<file path="src/rtl/rob_alloc_ctrl.sv">
// Reorder-buffer allocation controller: tail allocation, out-of-order completion,
// in-order commit at the head, and mispredict flush with a one-cycle recovery bubble.
//
//   state    | meaning
//   ---------+------------------------------------------------------------
//   RUN      | normal allocate / complete / commit operation
//   RECOVER  | one cycle after an accepted flush; allocation is blocked
module rob_alloc_ctrl #(
    parameter int DEPTH = 16,
    parameter int TAG_W = 4
) (
    input  logic             clk,
    input  logic             rst_n,
    input  logic             push_i,
    output logic             full_o,
    output logic [TAG_W-1:0] alloc_tag_o,
    output logic             empty_o,
    output logic [TAG_W:0]   count_o,
    input  logic             complete_valid_i,
    input  logic [TAG_W-1:0] complete_tag_i,
    input  logic             commit_ready_i,
    output logic             commit_o,
    output logic [TAG_W-1:0] commit_tag_o,
    input  logic             flush_i,
    input  logic [TAG_W-1:0] flush_tag_i
);

    typedef enum logic {
        ST_RUN     = 1'b0,
        ST_RECOVER = 1'b1
    } state_t;

    localparam logic [TAG_W:0]   DEPTH_CNT = (TAG_W+1)'(DEPTH);
    localparam logic [TAG_W-1:0] ONE       = TAG_W'(1);

    state_t           state;
    logic [TAG_W-1:0] head;
    logic [TAG_W-1:0] tail;
    logic [TAG_W:0]   count;
    logic [DEPTH-1:0] valid;
    logic [DEPTH-1:0] done;

    logic             push_acc;
    logic             flush_acc;
    logic [TAG_W-1:0] head_nxt;
    logic [TAG_W-1:0] tail_nxt;
    logic [TAG_W-1:0] flush_age;
    logic [TAG_W-1:0] ent_age;
    logic [DEPTH-1:0] valid_nxt;
    logic [DEPTH-1:0] done_nxt;
    logic [TAG_W:0]   count_nxt;

    // Gated by rst_n so a flush request held during reset cannot show as full.
    assign full_o       = rst_n && ((count == DEPTH_CNT) || (state == ST_RECOVER) || flush_i);
    assign push_acc     = push_i && !full_o;
    assign commit_o     = valid[head] && done[head] && commit_ready_i;
    assign commit_tag_o = head;
    assign alloc_tag_o  = tail;
    assign count_o      = count;
    assign empty_o      = (count == '0);
    assign flush_acc    = flush_i && (state == ST_RUN) && valid[flush_tag_i];

    always_comb begin
        valid_nxt = valid;
        done_nxt  = done;
        head_nxt  = head;
        tail_nxt  = tail;
        flush_age = flush_tag_i - head;
        ent_age   = '0;

        if (complete_valid_i && valid[complete_tag_i]) begin
            done_nxt[complete_tag_i] = 1'b1;
        end

        if (commit_o) begin
            valid_nxt[head] = 1'b0;
            done_nxt[head]  = 1'b0;
            head_nxt        = head + ONE;
        end

        if (push_acc) begin
            valid_nxt[tail] = 1'b1;
            done_nxt[tail]  = 1'b0;
            tail_nxt        = tail + ONE;
        end

        // Age is distance from the current head, so "younger" survives wrap-around.
        if (flush_acc) begin
            for (int i = 0; i < DEPTH; i++) begin
                ent_age = TAG_W'(i) - head;
                if (ent_age > flush_age) begin
                    valid_nxt[i] = 1'b0;
                    done_nxt[i]  = 1'b0;
                end
            end
            tail_nxt = flush_tag_i + ONE;
        end

        count_nxt = (&valid_nxt) ? DEPTH_CNT : {1'b0, tail_nxt - head_nxt};
    end

    always_ff @(posedge clk or negedge rst_n) begin
        if (!rst_n) begin
            state <= ST_RUN;
            head  <= '0;
            tail  <= '0;
            count <= '0;
            valid <= '0;
            done  <= '0;
        end else begin
            head  <= head_nxt;
            tail  <= tail_nxt;
            count <= count_nxt;
            valid <= valid_nxt;
            done  <= done_nxt;
            case (state)
                ST_RUN:     state <= flush_acc ? ST_RECOVER : ST_RUN;
                ST_RECOVER: state <= ST_RUN;
            endcase
        end
    end

endmodule

</file>
<file path="config.mk">
export PLATFORM = sky130hd
export DESIGN_NAME = rob_alloc_ctrl
export DESIGN_NICKNAME = d
export VERILOG_FILES = /design/src/rtl/rob_alloc_ctrl.sv
export SDC_FILE = /design/constraint.sdc
export NUM_CORES = 1
export LEC_CHECK = 0
export ABC_AREA = 1
export CORE_MARGIN = 2
export CORE_UTILIZATION = 60
export CTS_CLUSTER_DIAMETER = 120
export DETAILED_ROUTE_END_ITERATION = 10
export PLACE_DENSITY = 0.82
export SETUP_SLACK_MARGIN = 0.05
export SYNTH_ARGS = -nofsm -noshare
export SYNTH_HDL_FRONTEND = slang
export SYNTH_SLANG_ARGS = --single-unit
</file>
<file path="constraint.sdc">
create_clock -name clk -period 3.6 [get_ports clk]
set_clock_uncertainty 0.05 [all_clocks]
set_input_delay 0.72 -clock clk [delete_from_list [all_inputs] [get_ports clk]]
set_output_delay 0.72 -clock clk [all_outputs]
set_load 0.05 [all_outputs]
</file>
==> results.toml, run 1 <==
[drt]
drc = 0
wl_per_cell_um = 18.50
drt_pre_antenna_iters = 5
ant_nets = 0
avgViaCountPerCell = 5.828
vias = 4919
wirelength_um = 15620
drtIter0Drc = 431

[yosys]
synth_seq_cells = 46
muxShareOfSynthArea = 0
synth_simple_gate_area_frac = 0.3396
synth-compound-area-share = 0.1286
yosys_warnings = 0
ys_types = 42
synth_xor_area_frac = 0.03438
synthAdderAreaFrac = 0.1364
async_reset_ff_frac = 1.000
synth_cells = 674
synthesis.area_um2 = 4513
synth_top_family_by_area = "simple AND/OR/NAND/NOR gates"
syn_avg_cell_area_um2 = 6.696
synth_ff_type = "dfrtp_1"
synth_top_area_cell = "dfrtp_1"
post-synth-top-count-cell = "nand2_1"
synth_nets = 736
synth_top_cells_by_count = "nand2_1 (194), inv_1 (99), nor2_1 (89)"
ys_top_cells_by_area = "dfrtp_1 (26%), nand2_1 (16%), ha_1 (13%)"
synth_edf_count = 0
synth_top_cell_area_share = 0.2551
seq_area_frac_synth = 0.2551

[sta]
fmax_mhz = 287.5
tns_ps = 0
setup_violations = 0
relSlewSlack = 0.5871
final-max-slew-violation-count = 0
setup_ws_ps = 121.8
hold_violations = 0
worst_pin_slew_ps = 619.4
period_minus_slack_ps = 3478
period_share = 0.9662

[grt]
overflow = 0
grt_use_met3 = 0.08932
antenna_found_initial = 0
grt_max_degree = 47
top_usage_layer = "met2"
grt_pass1_vias = 4740
track_usage = 0.3864
grt_pass1_wl_um = 24510
grt_use_met1 = 0.5151
grt_use_met2 = 0.5970

[floorplan]
initial_utilization = 0.6222
die_y_um = 90.73
rows = 31
core_um2 = 7253
die_area_um2 = 8232
fp.dieW_um = 90.73
io_pins = 30

[clocking]
cts_buffers = 5
htree_levels = 2
clock-sinks = 46
clk_pin_slew_ps = 110
cts_tree = "yes"
ctsHoldBuffers = 0
root_buffer = "clkbuf_8"
clock_latency_ps = 320
clockBufferDepth = 2

[critical_path]
required_ps = 3750
worst-path-max-fanout = 13
cp-start-kind = "input port"
slowest_delay_ps = 540
slowest_stage = "clkdlybuf4s50_1"
critPathKind = "input port to flip-flop"
path_cells = "clkdlybuf4s50_1 -> buf_6 -> nor2_1 -> nor2_1 -> o21ai_1 -> nand3_1 -> nand3_2 -> nand2_1 -> nand2_2 -> nand2_1 -> o21ai_1 -> ha_1 -> nand2_1 -> nor2_1 -> a211oi_2 -> nand3b_1 -> nand2_1 -> xor2_1 -> a21oi_1"
cpMostUsedCell = "nand2_1"
worstPathArrival_ps = 3630
end_kind = "flip-flop"
worst-r2r-cell-count = 16

[placement]
routabilityCongestion = 1.039
dp.cells = 835
place.port_buffers = 29
pre_cts_slack_ps = -235.2
hpwl_um = 12100

[power]
power_mw = 5.488
ir_drop_uv = 1080
leakagePower_nw = 2.885
p_per_area_nw_per_um2 = 1031

[finish]
area_delta_synth_final_pct = 17.97
nets = 806
n_antenna_cell = 0
final_cells = 844
fillCellCount = 599
drive_gt1_frac = 0.1275

[status]
status = "complete, no violations"

[worst_hold_path]
timing.hold.worst_path_depth = 2
worst_hold_path_type = "flip-flop to flip-flop"

[job]
maxCapViolCount = 0
==> placed cells by master, fill, tap and decap left out, types with 3 or more instances in the layout <==
master / Yosys / routed
nand3_1: 26 / 26
a21oi_1: 22 / 21
clkdlybuf4s50_1: 0 / 26
nand4_1: 14 / 14
buf_4: 2 / 42
nor3_1: 6 / 6
o22ai_1: 4 / 4
nor2_1: 89 / 89
xor2_1: 11 / 11
inv_1: 99 / 98
o21bai_1: 5 / 5
a22oi_1: 4 / 4
inv_2: 5 / 6
nand2_1: 194 / 194
xnor2_1: 3 / 3
o21ai_1: 4 / 6
nor3b_1: 3 / 3
o21ai_0: 34 / 32
nand3_2: 7 / 7
o211ai_1: 6 / 6
nand2_2: 9 / 8
dfrtp_1: 46 / 46
ha_1: 46 / 45
clkbuf_8: 0 / 5
==> per-stage QoR <==
| stage | utilization | hold slack, ps | instance area [um^2] |
|---|---|---|---|
| detailed placement | 0.7136 | 494.1 | 5176 |
| global route | 0.7340 | 533.2 | 5324 |
| floorplan | - | 374.4 | 4513 |
| finish | 0.7340 | 512.7 | 5324 |
| global placement | 0.7136 | 476.4 | 5176 |
| CTS | 0.7269 | 517.5 | 5273 |
==> worst max-delay path, delay by kind of cell <==
kind / cells / cell delay, ps
adder cells (fa/ha/maj): 1 / 390
buffers and inverters: 2 / 720
AO/OA/AOI/OAI: 4 / 310
XOR/XNOR: 1 / 250
AND/OR/NAND/NOR: 11 / 1250
==> routing by layer <==
metal,vias to the layer above,share of wire
met5,-,0
met4,0,0.050
met3,68,0.11
met2,306,0.43
met1,2253,0.41
li1,2292,-
==> logic make-up after synthesis <==
logic type | count (synthesis)
flops | 46
xor+xnor | 16
buf+inv | 115
fa+ha+maj | 48
compound gates | 94
simple gates | 355
==> what timing repair did <==
action                                  4_1_cts  5_1_grt
setup buffers                                 0        1
endpoints found under the setup margin        0        5
endpoints found under the hold margin         0        0
resized for setup                             0       12
==> worst paths after layout <==
kind	end	start	slack, ps
setup reg to reg	count_o[3]	commit_tag_o[0]	160
setup / recovery	count_o[3]	flush_tag_i[0]	120
min in group asynchronous	done[1]	rst_n	540
hold reg to reg	done[1]	done[1]	510
hold / removal	done[1]	done[1]	510
max in group asynchronous	commit_tag_o[0]	rst_n	2530
==> state kept, by name, summed over array words and instances, names as in the netlist <==
register,count
done,16
valid,16
state,1
count_o,5
commit_tag_o,4
alloc_tag_o,4
==> power by group <==
group          switching, mW  total, mW  internal (mW)  leakage (nW)
sequential             0.236      0.960          0.724         0.596
clock                  0.219      0.364          0.145        0.0467
combinational           2.65       4.16           1.51          2.24
==> layout make-up <==
class                           instances  area (um^2)  area share
Multi-Input combinational cell        513         2918      0.5481
Sequential cell                        46         1151      0.2162
Timing Repair Buffer                   73        635.6      0.1194
Inverter                              105        399.1     0.07497
Tap cell                               99        123.9     0.02327
Clock buffer                            5        68.82     0.01293
Clock inverter                          3        27.53    0.005170
(Power assumes the default switching activity.)
==> run 2, diff against run 1 <==
- CTS_CLUSTER_SIZE: default -> 16
==> results of run 2 <==
No change in the layout: final DEF, timing and power equal those of run 1.
==> run 3, diff against run 2 <==
- CTS_CLUSTER_DIAMETER: 120 -> default
==> results of run 3 <==
No change in the layout: final DEF, timing and power equal those of run 1.
